==> src/rtl/tx_frame_pkg.sv <==
// tx_frame_pkg: shared command codes, ASCII bytes and sequencer states
// for the host-reply frame path.
package tx_frame_pkg;

    localparam int CMD_IDLE  = 0;
    localparam int CMD_ID    = 1;
    localparam int CMD_START = 3;
    localparam int CMD_DATA  = 4;
    localparam int CMD_PPR   = 5;
    localparam int CMD_STOP  = 6;
    localparam int CMD_TEMP  = 7;

    localparam logic [7:0] A_H    = 8'h48;
    localparam logic [7:0] A_E    = 8'h65;
    localparam logic [7:0] A_L    = 8'h6C;
    localparam logic [7:0] A_O    = 8'h6F;
    localparam logic [7:0] A_G    = 8'h47;
    localparam logic [7:0] A_DOT  = 8'h2E;
    localparam logic [7:0] A_STAR = 8'h2A;
    localparam logic [7:0] A_PLUS = 8'h2B;

    typedef enum logic [1:0] {
        IDLE,
        SEND,
        DONE
    } seqState_t;

endpackage

==> src/rtl/tx_frame_rom.sv <==
// tx_frame_rom: maps (cmd, byte index, payload) to the frame byte
// and reports the frame length; zero length marks an unknown code.
module tx_frame_rom
    import tx_frame_pkg::*;
#(
    parameter int DATA_W = 32,
    parameter int PPR_W  = 16,
    parameter int CMD_W  = 4,
    parameter int LEN_W  = 5
) (
    input  logic [CMD_W-1:0]  cmd,
    input  logic [LEN_W-1:0]  idx,
    input  logic [DATA_W-1:0] data,
    input  logic [PPR_W-1:0]  ppr,
    output logic [7:0]        byteOut,
    output logic [LEN_W-1:0]  len
);

    localparam int DB = DATA_W / 8;
    localparam int PB = PPR_W / 8;

    logic [15:0] lo16;
    int          k;

    assign lo16 = 16'(data);

    always_comb begin
        byteOut = 8'h00;
        len     = '0;
        k       = int'(idx);
        case (int'(cmd))
            CMD_ID: begin
                len = LEN_W'(7);
                unique case (1'b1)
                    (k == 0):           byteOut = A_H;
                    (k == 1):           byteOut = A_E;
                    (k == 2 || k == 3): byteOut = A_L;
                    (k == 4):           byteOut = A_O;
                    default:            byteOut = A_DOT;
                endcase
            end
            CMD_START: begin
                len     = LEN_W'(4);
                byteOut = (k < 2) ? A_G : A_DOT;
            end
            CMD_DATA: begin
                len = LEN_W'(DB);
                if (k < DB) byteOut = data[8*(DB-1-k) +: 8];
            end
            CMD_PPR: begin
                len = LEN_W'(4 + PB + DB);
                unique case (1'b1)
                    (k < 2):
                        byteOut = A_G;
                    (k >= 2 && k < 2 + PB):
                        byteOut = ppr[8*(PB+1-k) +: 8];
                    (k >= 2 + PB && k < 2 + PB + DB):
                        byteOut = data[8*(DB+PB+1-k) +: 8];
                    default:
                        byteOut = A_DOT;
                endcase
            end
            CMD_STOP: begin
                len     = LEN_W'(2);
                byteOut = (k == 0) ? A_STAR : A_PLUS;
            end
            CMD_TEMP: begin
                len = LEN_W'(4);
                unique case (1'b1)
                    (k == 0): byteOut = lo16[15:8];
                    (k == 1): byteOut = lo16[7:0];
                    default:  byteOut = A_DOT;
                endcase
            end
            default: begin
                len     = '0;
                byteOut = 8'h00;
            end
        endcase
    end

endmodule

==> src/rtl/tx_frame_sequencer.sv <==
// tx_frame_sequencer: command-driven reply framer feeding the byte UART.
// Snapshots Data/PPR at accept and streams the frame over ready/valid.
module tx_frame_sequencer
    import tx_frame_pkg::*;
#(
    parameter int DATA_W = 32,
    parameter int PPR_W  = 16,
    parameter int CMD_W  = 4
) (
    input  logic              Clk,
    input  logic              RstN,
    input  logic              CmdValid,
    input  logic [CMD_W-1:0]  Cmd,
    output logic              CmdReady,
    input  logic [DATA_W-1:0] Data,
    input  logic [PPR_W-1:0]  PPR,
    input  logic              Abort,
    output logic [7:0]        ByteData,
    output logic              ByteValid,
    input  logic              ByteReady,
    output logic              Busy,
    output logic              Done,
    output logic              Err
);

    localparam int DB      = DATA_W / 8;
    localparam int PB      = PPR_W / 8;
    localparam int MAX_LEN = (4 + PB + DB > 7) ? 4 + PB + DB : 7;
    localparam int IDX_W   = $clog2(MAX_LEN);
    localparam int LEN_W   = IDX_W + 1;

    seqState_t         stateQ, stateD;
    logic [IDX_W-1:0]  idxQ, idxD;
    logic [CMD_W-1:0]  cmdQ;
    logic [DATA_W-1:0] dataQ;
    logic [PPR_W-1:0]  pprQ;
    logic              abortQ, abortD;

    logic              cmdReadyD, byteValidD, busyD, doneD, errD;
    logic [7:0]        byteDataD;

    logic              accept, lastByte;
    logic [CMD_W-1:0]  romCmd;
    logic [LEN_W-1:0]  romIdx, romLen;
    logic [DATA_W-1:0] romData;
    logic [PPR_W-1:0]  romPpr;
    logic [7:0]        romByte;

    assign accept = CmdValid && CmdReady && (Cmd != CMD_W'(CMD_IDLE));

    // At accept the ROM sees the live inputs so byte 0 lands next cycle.
    assign romCmd  = accept ? Cmd  : cmdQ;
    assign romData = accept ? Data : dataQ;
    assign romPpr  = accept ? PPR  : pprQ;
    assign romIdx  = accept ? '0 : {1'b0, idxQ} + LEN_W'(1);

    assign lastByte = ({1'b0, idxQ} + LEN_W'(1)) == romLen;

    tx_frame_rom #(
        .DATA_W(DATA_W),
        .PPR_W (PPR_W),
        .CMD_W (CMD_W),
        .LEN_W (LEN_W)
    ) uRom (
        .cmd    (romCmd),
        .idx    (romIdx),
        .data   (romData),
        .ppr    (romPpr),
        .byteOut(romByte),
        .len    (romLen)
    );

    always_comb begin
        stateD     = stateQ;
        idxD       = idxQ;
        cmdReadyD  = 1'b0;
        byteValidD = 1'b0;
        byteDataD  = 8'h00;
        busyD      = 1'b0;
        doneD      = 1'b0;
        errD       = 1'b0;
        unique case (stateQ)
            IDLE: begin
                cmdReadyD = 1'b1;
                if (accept) begin
                    idxD      = '0;
                    cmdReadyD = 1'b0;
                    busyD     = 1'b1;
                    if (romLen == '0) begin
                        stateD = DONE;
                        doneD  = 1'b1;
                        errD   = 1'b1;
                    end else begin
                        stateD     = SEND;
                        byteValidD = 1'b1;
                        byteDataD  = romByte;
                    end
                end
            end
            SEND: begin
                busyD      = 1'b1;
                byteValidD = 1'b1;
                byteDataD  = ByteData;
                if (ByteReady) begin
                    if (lastByte || abortQ || Abort) begin
                        stateD     = DONE;
                        byteValidD = 1'b0;
                        byteDataD  = 8'h00;
                        doneD      = 1'b1;
                        errD       = abortQ || Abort;
                    end else begin
                        idxD      = idxQ + IDX_W'(1);
                        byteDataD = romByte;
                    end
                end
            end
            DONE: begin
                stateD    = IDLE;
                cmdReadyD = 1'b1;
            end
            default: stateD = IDLE;
        endcase
        // Sticky abort lives only while a frame is out of IDLE.
        abortD = (stateQ == IDLE || stateD == IDLE) ? 1'b0 : (abortQ || Abort);
    end

    always_ff @(posedge Clk or negedge RstN) begin
        if (!RstN) begin
            stateQ    <= IDLE;
            idxQ      <= '0;
            cmdQ      <= '0;
            dataQ     <= '0;
            pprQ      <= '0;
            abortQ    <= 1'b0;
            CmdReady  <= 1'b0;
            ByteValid <= 1'b0;
            ByteData  <= 8'h00;
            Busy      <= 1'b0;
            Done      <= 1'b0;
            Err       <= 1'b0;
        end else begin
            stateQ    <= stateD;
            idxQ      <= idxD;
            abortQ    <= abortD;
            CmdReady  <= cmdReadyD;
            ByteValid <= byteValidD;
            ByteData  <= byteDataD;
            Busy      <= busyD;
            Done      <= doneD;
            Err       <= errD;
            if (accept) begin
                cmdQ  <= Cmd;
                dataQ <= Data;
                pprQ  <= PPR;
            end
        end
    end

endmodule

==> config.mk <==
export PLATFORM = sky130hd
export DESIGN_NAME = tx_frame_sequencer
export DESIGN_NICKNAME = d
export VERILOG_FILES = /design/src/rtl/tx_frame_pkg.sv /design/src/rtl/tx_frame_rom.sv /design/src/rtl/tx_frame_sequencer.sv
export SDC_FILE = /design/constraint.sdc
export NUM_CORES = 1
export LEC_CHECK = 0
export BUFFER_PORTS_ARGS = -buffer_cell sky130_fd_sc_hd__buf_2
export CAP_MARGIN = 20
export CORE_MARGIN = 1
export CORE_UTILIZATION = 51
export DETAILED_ROUTE_END_ITERATION = 8
export PLACE_DENSITY = 0.77
export SYNTH_ARGS = -nofsm -noshare
export SYNTH_HDL_FRONTEND = slang
export SYNTH_HIERARCHICAL = 1
export SYNTH_SLANG_ARGS = --single-unit
==> constraint.sdc <==
create_clock -name Clk -period 2.9 [get_ports Clk]
set_clock_uncertainty 0.05 [all_clocks]
set_input_delay 0.435 -clock Clk [delete_from_list [all_inputs] [get_ports Clk]]
set_output_delay 0.435 -clock Clk [all_outputs]
set_load 0.05 [all_outputs]
-- After elaboration in Yosys (flattened, before gate mapping)
Cells that the tools add are included.
- logic and storage cells: 101
- bits in registers: 72
- output and inout bits: 13
- input port bits: 57
- reductions and logical operators: 17
- $add $sub $neg: 4
- equality and inequality tests: 16
- shift operators: 3
- muxes and demuxes: 44
- order comparisons: 5
- operators by type and width (kind ; number):
    32-bit by 32-bit variable part select with 8-bit output ; 2
    8-bit one-hot mux with 6 select lines ; 1
    8-bit 2-to-1 mux ; 5
    32-bit 2-to-1 mux ; 1
    8-bit one-hot mux with 2 select lines ; 2
    16-bit by 32-bit variable part select with 8-bit output ; 1
    7-bit one-hot mux with 4 select lines ; 1
    8-bit one-hot mux with 3 select lines ; 1
    4-bit by 3-bit equality test with 1-bit output, second input constant ; 4
    16-bit 2-to-1 mux ; 1
    4-bit 2-to-1 mux ; 4
    4-bit one-hot mux with 4 select lines ; 1
    1-bit 2-to-1 mux ; 14
    5-bit by 3-bit equality test with 1-bit output, second input constant ; 2
    5-bit logical NOT ; 2
    1-bit one-hot mux with 2 select lines ; 5
    2-bit 2-to-1 mux ; 4
    4-bit one-hot mux with 2 select lines ; 1
    7-bit 2-to-1 mux ; 1
    2-bit inequality test, second input constant ; 3
    2-bit by 5-bit subtractor with 6-bit output, first input constant ; 1
    3-bit by 5-bit subtractor with 6-bit output, first input constant ; 1
    4-bit by 1-bit adder with 5-bit output, second input constant ; 1
    5-bit by 2-bit equality test with 1-bit output, second input constant ; 1
    other kinds (21) ; 29

-- Longest topological paths before layout
Gate-level depths: netlist (run 1).
- depth in word-level cells: 15
- gate-level depth with buffers: 15
- depth with buffers taken out: 12

-- Hierarchy
Netlist (run 1), hierarchy kept.
- by module, submodules not included (module ; seq. area each (µm²) ; cells each ; times used ; area each (µm²)):
    tx_frame_sequencer ; 1801.7 ; 315 ; 1 ; 2976.6
    tx_frame_rom ; 0.0 ; 132 ; 1 ; 1023.5

-- Least setup slack after synthesis (run 1)
OpenSTA, ideal clock, no wires.
- path type: register to register
- start: register CmdReady
- end: register idxQ[0]
- slack: -0.707 ns
- buffers on the path: 2
- data arrival time: 3.436 ns
- data required time: 2.729 ns
- stages on the path, launching flop included: 13
- path through: dfrtp_1 -> nand2_1 -> or2_2 -> clkbuf_1 -> clkbuf_1 -> nand2_1 -> nand2_1 -> nand4bb_2 -> inv_1 -> xor3_1 -> a311oi_4 -> o21ai_2 -> a22o_1
- cells in the longest elaborated chain, start to end: 11
- elaborated cells between the ends (all ways): 17
- RTL lines (item ; line ; source):
    start, declared ; tx_frame_sequencer.sv:14 ; output logic CmdReady,
    start signal, assigned ; tx_frame_sequencer.sv:145 ; CmdReady <= cmdReadyD;
    1-bit logical AND (*) (2 in a row) ; tx_frame_sequencer.sv:49 ; assign accept = CmdValid && CmdReady && (Cmd != CMD_W'(CMD_IDLE));
    4-bit 2-to-1 mux (*) ; n/a ;
    net romCmd[1] ; tx_frame_sequencer.sv:43 ; logic [CMD_W-1:0] romCmd;
    4-bit by 2-bit equality test with 1-bit output / 4-bit by 3-bit equality test with 1-bit output (equally long branches) ; tx_frame_rom.sv:31 ; case (int'(cmd))
    3-bit OR reduction (no line) ; n/a ;
    4-bit one-hot mux with 4 select lines (*) ; tx_frame_rom.sv:31 ;
    net romLen[3] ; tx_frame_sequencer.sv:44 ; logic [LEN_W-1:0] romIdx, romLen;
    5-bit equality test (*) ; tx_frame_sequencer.sv:57 ; assign lastByte = ({1'b0, idxQ} + LEN_W'(1)) == romLen;
    1-bit logical OR (*) (2 in a row) ; tx_frame_sequencer.sv:105 ; if (lastByte || abortQ || Abort) begin
    2-bit inequality test (no line) (*) ; n/a ;
    4-bit AND reduction (no line) (*) ; n/a ;
    end signal, assigned ; tx_frame_sequencer.sv:143 ; idxQ <= idxD;
    end, declared ; tx_frame_sequencer.sv:33 ; logic [IDX_W-1:0] idxQ, idxD;
The timed path passes the listed nets; every way through them passes the cells marked *.
A chain may end at the register's enable or synchronous reset.

-- Worst setup path after layout (run 1)
- start: register CmdReady
- end: register ByteData[7]
- elaborated cells between the ends (all ways): 41
- RTL lines (item ; line ; source):
    1-bit logical AND (*) (2 in a row) ; tx_frame_sequencer.sv:49 ;
    5-bit 2-to-1 mux (*) ; tx_frame_sequencer.sv:55 ; assign romIdx = accept ? '0 : {1'b0, idxQ} + LEN_W'(1);
    net romIdx[1] ; tx_frame_sequencer.sv:44 ;
    3-bit by 5-bit subtractor with 6-bit output (tied with other cells) ; tx_frame_rom.sv:58 ; byteOut = data[8*(DB+PB+1-k) +: 8];
    32-bit by 32-bit variable part select with 8-bit output (tied with other cells) ; tx_frame_rom.sv:58 ;
    8-bit one-hot mux with 3 select lines / 8-bit 2-to-1 mux (equally long branches) ; tx_frame_rom.sv:52, tx_frame_rom.sv:48 ;
    8-bit one-hot mux with 6 select lines (*) ; tx_frame_rom.sv:31 ;
    net romByte[7] ; tx_frame_sequencer.sv:47 ; logic [7:0] romByte;
    8-bit 2-to-1 mux, on equally long branches ; tx_frame_sequencer.sv:105, tx_frame_sequencer.sv:89 ;
    8-bit 2-to-1 mux, on equally long branches ; tx_frame_sequencer.sv:104, tx_frame_sequencer.sv:85 ;
    8-bit one-hot mux with 2 select lines (*) ; tx_frame_sequencer.sv:82 ; unique case (stateQ)
    end signal, assigned ; tx_frame_sequencer.sv:147 ; ByteData <= byteDataD;
    end, declared ; tx_frame_sequencer.sv:18 ; output logic [7:0] ByteData,
The timed path passes the listed nets; every way through them passes the cells marked *. The select of a mux whose other input is x is not followed.

==> summary.txt, run 1 <==
part of the power in the clock network - 13.8%
Syn Nets - 507
Starting Density - 54.0%
final hold vios - 0
row count - 31
Sw Ratio - 42.7%
synth-to-layout area growth - 27.7%
Net Switching - 0.00242 W
dpl cells - 652
crit path max fanout - 6
CP max stage delay - 0.54 ns
async set-reset flop share out of synthesis - 100%
core area - 7410 sq um
Crit path max-delay family - simple AND/OR/NAND/NOR gates
Placer Congestion - 0.925
post-synth top area cell - dfrtp_1
FF+latch count, synth - 72
RSZ-0062 raised after global routing - false
clock period minus worst slack - 2.81 ns
non-filler cells, final - 668
Finish-stage setup viols - 0
Slew headroom - 46.5%
IO Count - 70
Die Wd - 90.6 microns
Synth Area in Compound Gates - 13.0%
WP buf/inv - 4
critical path's slowest cell - or3b_2
initial antenna violation count - 0
Pre-antenna DRT Iters - 5
Netlist cell types - 68
largest net degree at the start of global routing - 42
number of warnings issued by yosys - 6
# nets final - 624
top-count cell post-synth - nand2_1
share of post-route cells with drive strength above 1 - 33.6%
top cells by area, synth - dfrtp_1 45%, nand2_1 16%, mux2i_1 4.0%, nor2_1 2.3%, a22o_1 2.0%
Synth Area in Simple Gates - 26.8%
Post-synth EDFFs - 0
via/cell ratio - 5.41
Mean Syn Cell Area - 8.95 sq um
Synth top cells by count - 166 x nand2_1, 72 x dfrtp_1, 24 x nor2_1, 16 x mux2i_1, 14 x clkbuf_1
critical path class - reg -> reg
main combinational cell family by area after synthesis - simple AND/OR/NAND/NOR gates
die height - 90.6 microns
static leakage - 2.67 nW
worst skew pair latency - 0.35 ns
clock transition at the registers of the reported paths - 0.08 ns
pwr dens - 1110 nW/um^2
critical-path cell list - nand2_2, or2_4, buf_4, and2_1, buf_4, or3b_2, buf_4, o311ai_1, buf_4, a22o_1
setup repair bufs after CTS - 0
final WL - 10.2 mm
Logic pwr share - 57.5%
die area - 8200 sq um
status - completed
Least-Margin Pin Slew - 0.802 ns
ANT cells - 0
area of the mapped netlist - 4000 sq um
Hold Crit Class - in -> async
Port Buffers - 69
Post-Synth XOR/XNOR Area - 2.75%
DRT iter0 DRCs - 277
root buf cell - clkbuf_8
DR WL/cell - 15.3 microns
Tot GR Track Use - 27.1%
DP Wirelength - 7.83 mm
mux contribution to synthesized area - 6.54%
crit path DAT - 3.04 ns
Maximum Capacitance Violations - 0
Worst EP required - 3.13 ns
Max Slew Vio Count - 0
first-pass GRT wire length - 17.5 mm
Num CTS Buffers - 9
register share of total power - 28.7%
Overflow after GRT - 0
CP Launch Type - flop
cell mode on critical path - buf_4
Max IR drop VDD - 0.646 mV
clk sinks - 72
Top FF cell, synth - dfrtp_1
Fmax - 356 MHz
CTS tree - yes
Mapped Cells - 447
total chip power - 0.00565 W
top cell type's share of synthesized area - 45.0%
internal cell power - 0.00324 W
vias in the first global route - 3,603
CP Capture Type - flop
post-synthesis sequential area ratio - 45.0%
CTS max path bufs - 2
Tcrit/Tclk final - 96.8%
Post-DRT Antenna Nets - 0
H-tree depth - 3
adder-cell share of the synthesized area - 0.938%
vias post-DR - 3,611
DRC viols - 0
-- cell type report --
class                      instances  area (sq um)
timing repair buffer             132           843
tap                               99           124
clock buffer                      13           179
clock inverter                     3          23.8
fill                             606          2300
inverter                           9          33.8
multi-input combinational        340          2100
sequential                        72          1800
-- sequential cells by signal (all words and copies together) (netlist names) --
name / count
dataQ: 32
pprQ: 16
ByteData: 8
cmdQ: 4
idxQ: 4
stateQ: 2
Busy: 1
ByteValid: 1
CmdReady: 1
Done: 1
Err: 1
abortQ: 1
-- worst register-to-register path, stage by stage, from the launching register on --
cell and delay, ns:
dfrtp_2 0.36, nand2_2 0.08, or2_4 0.31, buf_4 0.15, and2_1 0.20, buf_4 0.18
or3b_2 0.55, buf_4 0.19, o311ai_1 0.36, buf_4 0.18, a22o_1 0.13
-- placed cells by master (no fill, tap or decap), drive strengths merged, types with 2 or more instances in the layout --
master	netlist	final
a22oi	3	3
nor4b	2	2
a31oi	3	3
xor3	2	2
inv	9	9
nor3	7	7
a22o	9	9
o21a	2	2
clkinvlp	0	2
mux2i	16	16
a21oi	12	12
dfrtp	72	72
mux2	5	5
or3	2	2
and3	2	2
nand3	9	9
ha	3	3
mux4	2	2
or2	2	2
xor2	3	3
and2b	2	2
o311ai	2	2
o32ai	3	3
clkbuf	17	13
nor2	25	25
nand2b	5	5
o22ai	4	4
o21ai	14	14
a211oi	3	3
buf	9	132
nor2b	3	3
o31ai	3	3
nand2	166	166
xnor2	4	4
nor4	3	3
-- power groups by stage --
stage          sequential (W)  combinational [W]  clock (W)
2_1_floorplan         0.00177            0.00208          0
3_3_place_gp          0.00162            0.00315          0
3_5_place_dp          0.00164            0.00320          0
4_1_cts               0.00162            0.00322   0.000794
5_1_grt               0.00167            0.00353   0.000834
6_report              0.00162            0.00325   0.000781
-- path summary, 6_finish.rpt --
| check | from | to | slack (ns) | cells past startpoint |
|---|---|---|---|---|
| hold reg to reg | dataQ[31] | dataQ[31] | 0.42 | 2 |
| max in group asynchronous | RstN | dataQ[30] | 1.80 | 2 |
| min in group Clk | Data[13] | dataQ[13] | 0.25 | 3 |
| hold / removal | RstN | dataQ[13] | 0.11 | 1 |
| setup reg to reg | CmdReady | ByteData[7] | 0.09 | 10 |
| setup / recovery | CmdReady | ByteData[7] | 0.09 | 10 |
-- per-layer routing --
| layer | GRT usage (%) | up-vias | part of all wire, % |
|---|---|---|---|
| met5 | 0 | - | 0 |
| met4 | 9.54 | 0 | 1.9 |
| met3 | 4.55 | 17 | 5.2 |
| met2 | 44.3 | 123 | 47 |
| met1 | 36.4 | 1722 | 46 |
| li1 | - | 1749 | - |
-- repair_timing --
action                                  4_1_cts  5_1_grt
endpoints found under the hold margin         0        0
hold buffers                                  0        0
endpoints found under the setup margin        0        7
resized for setup                             0        3
-- stage by stage --
stage	util, %	cell area, sq um	setup TNS [ns]	setup WS, ns	hold slack, ns
final	68.9	5110	0	0.0919	0.111
after global routing	68.9	5110	0	0.0214	0.169
after CTS	68.8	5100	0	0.0393	0.130
after detailed placement	66.1	4890	-2.26	-0.193	0.407
after global placement	66.1	4890	-0.611	-0.161	0.401
after floorplan	-	4120	-1.37	-0.125	0.0894
-- logic make-up (layout without fill, tap and decap cells) --
group           after synthesis  after routing
compound gates               68             68
xor+xnor                      9              9
fa+ha+maj                     3              3
buf+inv                      35            157
flops                        72             72
mux                          23             23
other cells                   1              1
simple gates                236            236
Note: power is estimated with default switching activity, not from simulation.
==> inputs of run 2 (changes only) <==
--- a/config.mk
+++ b/config.mk
@@ -8,9 +8,10 @@
 export BUFFER_PORTS_ARGS = -buffer_cell sky130_fd_sc_hd__buf_2
 export CAP_MARGIN = 20
 export CORE_MARGIN = 1
-export CORE_UTILIZATION = 51
+export CORE_UTILIZATION = 53
+export CTS_BUF_LIST = sky130_fd_sc_hd__clkbuf_2 sky130_fd_sc_hd__clkbuf_4 sky130_fd_sc_hd__clkbuf_8
 export DETAILED_ROUTE_END_ITERATION = 8
-export PLACE_DENSITY = 0.77
+export PLACE_DENSITY = 0.79
 export SYNTH_ARGS = -nofsm -noshare
 export SYNTH_HDL_FRONTEND = slang
 export SYNTH_HIERARCHICAL = 1
==> run 2 against run 1 <==
First-iteration DRC count is 1.4% lower. Global-route usage is 0.39 points higher. Power is 0.34% lower. Critical path depth is 2 higher. Setup slack better by 0.088 ns. Clock power is 2% lower. Die area is 3.7% lower. Largest cell class unchanged. Final cell count is 0.45% lower. Routed wire length is 3.3% lower. Clock-buffer cell count is 3 lower. Via count is 0.75% lower.
==> summary.txt, run 2 (synthesized netlist as in run 1, its figures left out) <==
CTS max path bufs - 2
Biggest register - dataQ
Placer Congestion - 0.933
CP Capture Type - flop
Cells on Worst Hold Path - 3
Worst path depth - 12
Overflow after GRT - 0
vias post-DR - 3,584
DRT iter0 DRCs - 273
Finish-stage setup viols - 0
R2R depth - 11
Fmax - 368 MHz
Die Wd - 88.9 microns
status - completed
cell mode on critical path - nand2_2
Crit path max-delay family - simple AND/OR/NAND/NOR gates
first-pass GRT wire length - 16.2 mm
crit path max fanout - 7
most common cell after layout, fill and taps aside - nand2_1
row count - 31
largest net degree at the start of global routing - 44
final instance area - 5080 sq um
Starting Density - 54.9%
static leakage - 2.65 nW
biggest regs - dataQ: 32 flops, pprQ: 16 flops, ByteData: 8 flops
CP Launch Type - primary input
Num CTS Buffers - 9
DP Wirelength - 7.57 mm
Tot GR Track Use - 27.5%
vias in the first global route - 3,448
Pre-antenna DRT Iters - 5
ANT cells - 0
Max IR drop VDD - 0.660 mV
Post-DRT Antenna Nets - 0
DR WL/cell - 14.8 microns
Critical R2R Launch - CmdReady
via/cell ratio - 5.39
# nets final - 622
clock period minus worst slack - 2.72 ns
crit path DAT - 2.90 ns
critical-path cell list - buf_2, nor4_4, or2_4, nand2_2, nand2_2, xnor2_1, nor2_1, xor3_2, nor3_4, a311oi_4, buf_4, a32o_1
Maximum Capacitance Violations - 0
die area - 7900 sq um
critical path class - in -> reg
Largest register FFs - 32
DRC viols - 0
Filler cells - 594
Slew headroom - 63.3%
critical path's slowest cell - xor3_2
synth-to-layout area growth - 27.1%
total chip power - 0.00564 W
final WL - 9.87 mm
RSZ-0062 raised after global routing - false
core area - 7290 sq um
root buf cell - clkbuf_8
Port Buffers - 69
setup repair bufs after CTS - 0
final hold vios - 0
clk sinks - 72
pwr dens - 1110 nW/um^2
Worst EP required - 3.08 ns
CTS tree - yes
setup slack, reg-to-reg - 0.20 ns
H-tree depth - 3
worst skew pair latency - 0.35 ns
Final TNS setup - 0 ns
commonest cells after routing, fill and taps aside - 159 x nand2_1, 71 x dfrtp_1, 69 x buf_2, 57 x buf_4, 22 x nor2_1
post-placement cell area - 4880 sq um
Worst Setup EP - idxQ[1]
terminus of the critical flop-to-flop path - idxQ[1]
share of post-route cells with drive strength above 1 - 32.7%
die height - 88.9 microns
Tcrit/Tclk final - 93.8%
Least-Margin Pin Slew - 0.549 ns
Max Slew Vio Count - 0
clock transition at the registers of the reported paths - 0.07 ns
CP startpoint - Cmd[0]
CP max stage delay - 0.39 ns
initial antenna violation count - 0
IO Count - 70
WP buf/inv - 2
Hold Crit Class - in -> reg
-- run 2: cell count changes in the layout (fill, tap and decap cells not counted), sizes merged --
cell	before	now
buf	132	129
bufinv	0	1
clkbuf	13	10
clkinv	1	2
dlygate4sd3	0	1
-- run 2: layout make-up --
cell class / instances / area, sq um / area share, %
tap: 99 / 124 / 2.44
inverter: 9 / 33.8 / 0.664
multi-input combinational: 340 / 2090 / 41.1
timing repair buffer: 130 / 843 / 16.6
clock buffer: 10 / 131 / 2.58
sequential: 72 / 1800 / 35.5
clock inverter: 5 / 58.8 / 1.16
-- run 2: worst reg2reg max path: stages, from the launching register on --
cell and delay (ns):
dfrtp_2 0.37, nand2_2 0.11, or2_4 0.30, nand2_2 0.09, nand2_2 0.12, xnor2_1 0.16
nor2_1 0.20, xor3_2 0.39, nor3_4 0.23, a311oi_4 0.16, buf_4 0.19, a32o_1 0.24
-- run 2: metal layers --
metal / global-route usage (%) / vias to the layer above / wire length [microns]
met2: 46.1 / 101 / 4670
met3: 4.01 / 15 / 474
met4: 8.21 / 0 / 126
met1: 37.0 / 1723 / 4590
met5: 0 / - / 0
li1: - / 1745 / -
-- run 2: worst min path at each step --
stage,end,startpoint
5_1_grt,dataQ[6],Data[6]
3_3_place_gp,dataQ[5],RstN
2_1_floorplan,Busy,RstN
4_1_cts,dataQ[4],Data[4]
3_5_place_dp,dataQ[13],RstN
6_report,dataQ[4],Data[4]
-- run 2: what timing repair did --
item                      in CTS  in global routing
hold buffers                   1                  0
gates resized for setup        0                  0
hold endpoints to repair       2                  0
-- run 2: where the power goes --
group          leakage (nW)  switching, W  total [W]  internal, W
clock network        0.0918      0.000367   0.000769     0.000402
registers             0.910      0.000171    0.00161      0.00144
logic                  1.65       0.00186    0.00325      0.00140
total                  2.65       0.00240    0.00564      0.00324
-- run 2: metrics by stage --
stage	hold slack [ns]	std cells	worst slack, ns	util [%]
after floorplan	0.0894	447	-0.125	-
after global placement	0.187	649	-0.0391	67.0
after detailed placement	0.191	649	-0.158	67.0
after CTS	0.229	665	0.189	69.7
after global routing	0.246	665	0.0481	69.7
final	0.246	665	0.180	69.7
==> inputs of run 3 (changes only) <==
--- a/config.mk
+++ b/config.mk
@@ -12,6 +12,7 @@
 export CTS_BUF_LIST = sky130_fd_sc_hd__clkbuf_2 sky130_fd_sc_hd__clkbuf_4 sky130_fd_sc_hd__clkbuf_8
 export DETAILED_ROUTE_END_ITERATION = 8
 export PLACE_DENSITY = 0.79
+export SETUP_SLACK_MARGIN = 0.4
 export SYNTH_ARGS = -nofsm -noshare
 export SYNTH_HDL_FRONTEND = slang
 export SYNTH_HIERARCHICAL = 1
==> run 3 against run 2 <==
Core utilization increased by 3.0 points. Via count up 2.7%. Die area did not move. Critical path depth is 1 higher. Sequential share of layout area is 1.5 points lower. Largest cell class unchanged. Flip-flop and latch count unchanged. Global-route usage rose by 0.83 points. Register-to-register slack about the same. Sequential power about the same.
==> summary.txt, run 3 (synthesized netlist as in run 1, its figures left out) <==
first-pass GRT wire length - 16.7 mm
Max IR drop VDD - 0.742 mV
register share of total power - 27.0%
crit path DAT - 2.90 ns
Max Slew Vio Count - 0
clk sinks - 72
CP Capture Type - flop
most common cell after layout, fill and taps aside - nand2_1
IO Count - 70
vias in the first global route - 3,565
CP max stage delay - 0.46 ns
DP Wirelength - 7.57 mm
root buf cell - clkbuf_8
static leakage - 2.75 nW
Post-DRT Antenna Nets - 0
DRT iter0 DRCs - 253
Least-Margin Pin Slew - 0.526 ns
core area - 7290 sq um
DR WL/cell - 15.6 microns
H-tree depth - 3
clock transition at the registers of the reported paths - 0.07 ns
DRC viols - 0
Net Switching - 0.00256 W
final WL - 10.6 mm
# nets final - 634
Final TNS setup - 0 ns
Sw Ratio - 42.5%
Fmax - 369 MHz
Logic pwr share - 60.0%
largest net degree at the start of global routing - 44
Slew headroom - 64.8%
Hold Crit Class - in -> reg
CTS max path bufs - 2
CP Launch Type - flop
Placer Congestion - 0.933
Worst EP required - 3.09 ns
post-placement cell area - 4880 sq um
Pre-antenna DRT Iters - 5
WP buf/inv - 2
status - completed
ANT cells - 0
Die Wd - 88.9 microns
CTS tree - yes
pwr dens - 1130 nW/um^2
share of post-route cells with drive strength above 1 - 36.3%
via/cell ratio - 5.44
crit path max fanout - 5
Num CTS Buffers - 9
Overflow after GRT - 0
Largest register FFs - 32
commonest cells after routing, fill and taps aside - 154 x nand2_1, 71 x dfrtp_1, 69 x buf_2, 64 x buf_4, 20 x nor2_1
internal cell power - 0.00346 W
Biggest register - dataQ
Tcrit/Tclk final - 93.5%
synth-to-layout area growth - 32.6%
final instance area - 5300 sq um
initial antenna violation count - 0
cell mode on critical path - nand2_4
die area - 7900 sq um
part of the power in the clock network - 13.0%
critical path class - reg -> reg
biggest regs - dataQ: 32 flops, pprQ: 16 flops, ByteData: 8 flops
Starting Density - 54.9%
Finish-stage setup viols - 0
row count - 31
die height - 88.9 microns
Crit path max-delay family - simple AND/OR/NAND/NOR gates
worst skew pair latency - 0.35 ns
Port Buffers - 69
RSZ-0062 raised after global routing - true
critical-path cell list - nand2_4, or2_4, nand2_4, nand2_4, nor2b_4, xnor2_2, nor2_2, xor3_2, nor3_4, buf_6, a311oi_4, buf_4, a32o_1
Maximum Capacitance Violations - 0
final hold slack - 0.241 ns
Tot GR Track Use - 28.3%
clock period minus worst slack - 2.71 ns
vias post-DR - 3,680
final hold vios - 0
critical path's slowest cell - xor3_2
==> run 3: cell types whose count changed in the layout (fill, tap and decap cells not counted), moves of 2 or more <==
cell	before	now
nand2_4	4	8
nand2_1	159	154
nor2_2	1	3
xnor2_1	4	2
buf_6	0	4
xnor2_2	0	2
buf_4	57	64
nor2_1	22	20
==> run 3: worst paths after layout <==
kind	startpoint	to	slack [ns]	cells past startpoint
max	CmdReady	idxQ[1]	0.19	13
min	Data[4]	dataQ[4]	0.24	3
max reg2reg	CmdReady	idxQ[1]	0.19	13
min reg2reg	dataQ[10]	dataQ[10]	0.42	2
max in group asynchronous	RstN	CmdReady	1.75	3
min in group asynchronous	RstN	dataQ[13]	0.35	2
==> run 3: area by class of cell <==
class / instances / area (sq um)
Clock buffer: 10 / 131
Clock inverter: 5 / 58.8
Fill cell: 563 / 1990
Inverter: 9 / 33.8
Multi-Input combinational cell: 340 / 2190
Sequential cell: 72 / 1800
Tap cell: 99 / 124
Timing Repair Buffer: 142 / 961
==> run 3: worst min-delay path, stage by stage <==
cell,delay (ns)
buf_2,0.07
nand2_1,0.04
nand2_1,0.06
==> run 3: per-stage QoR <==
| step | instances | power [W] | setup WS, ns | util (%) |
|---|---|---|---|---|
| finish | 677 | 0.00601 | 0.188 | 72.7 |
| floorplan | 447 | 0.00385 | -0.125 | - |
| global placement | 649 | 0.00476 | -0.0391 | 67.0 |
| CTS | 675 | 0.00587 | 0.267 | 72.2 |
| global route | 677 | 0.00638 | 0.104 | 72.7 |
| detailed placement | 649 | 0.00484 | -0.158 | 67.0 |
==> run 3: power groups by stage <==
stage	Combinational, W	Sequential (W)	Clock, W
floorplan	0.00208	0.00177	0
global placement	0.00315	0.00161	0
detailed placement	0.00321	0.00163	0
CTS	0.00346	0.00162	0.000788
finish	0.00361	0.00162	0.000779
global route	0.00389	0.00166	0.000829
==> run 3: what timing repair did <==
item | CTS | global route
endpoints found under the setup margin | 16 | 16
pin swaps | 19 | 12
hold buffers | 1 | 0
resized for setup | 19 | 7
endpoints found under the hold margin | 2 | 0
buffers inserted | 10 | 2
==> run 3: per-layer routing <==
layer  routed length (microns)  GRT usage (%)  vias up
met2                      5050           47.1      119
met3                       527           4.48       25
met1                      4780           37.7     1766
met5                         0              0        -
met4                       213           9.82        0
li1                          -              -     1770
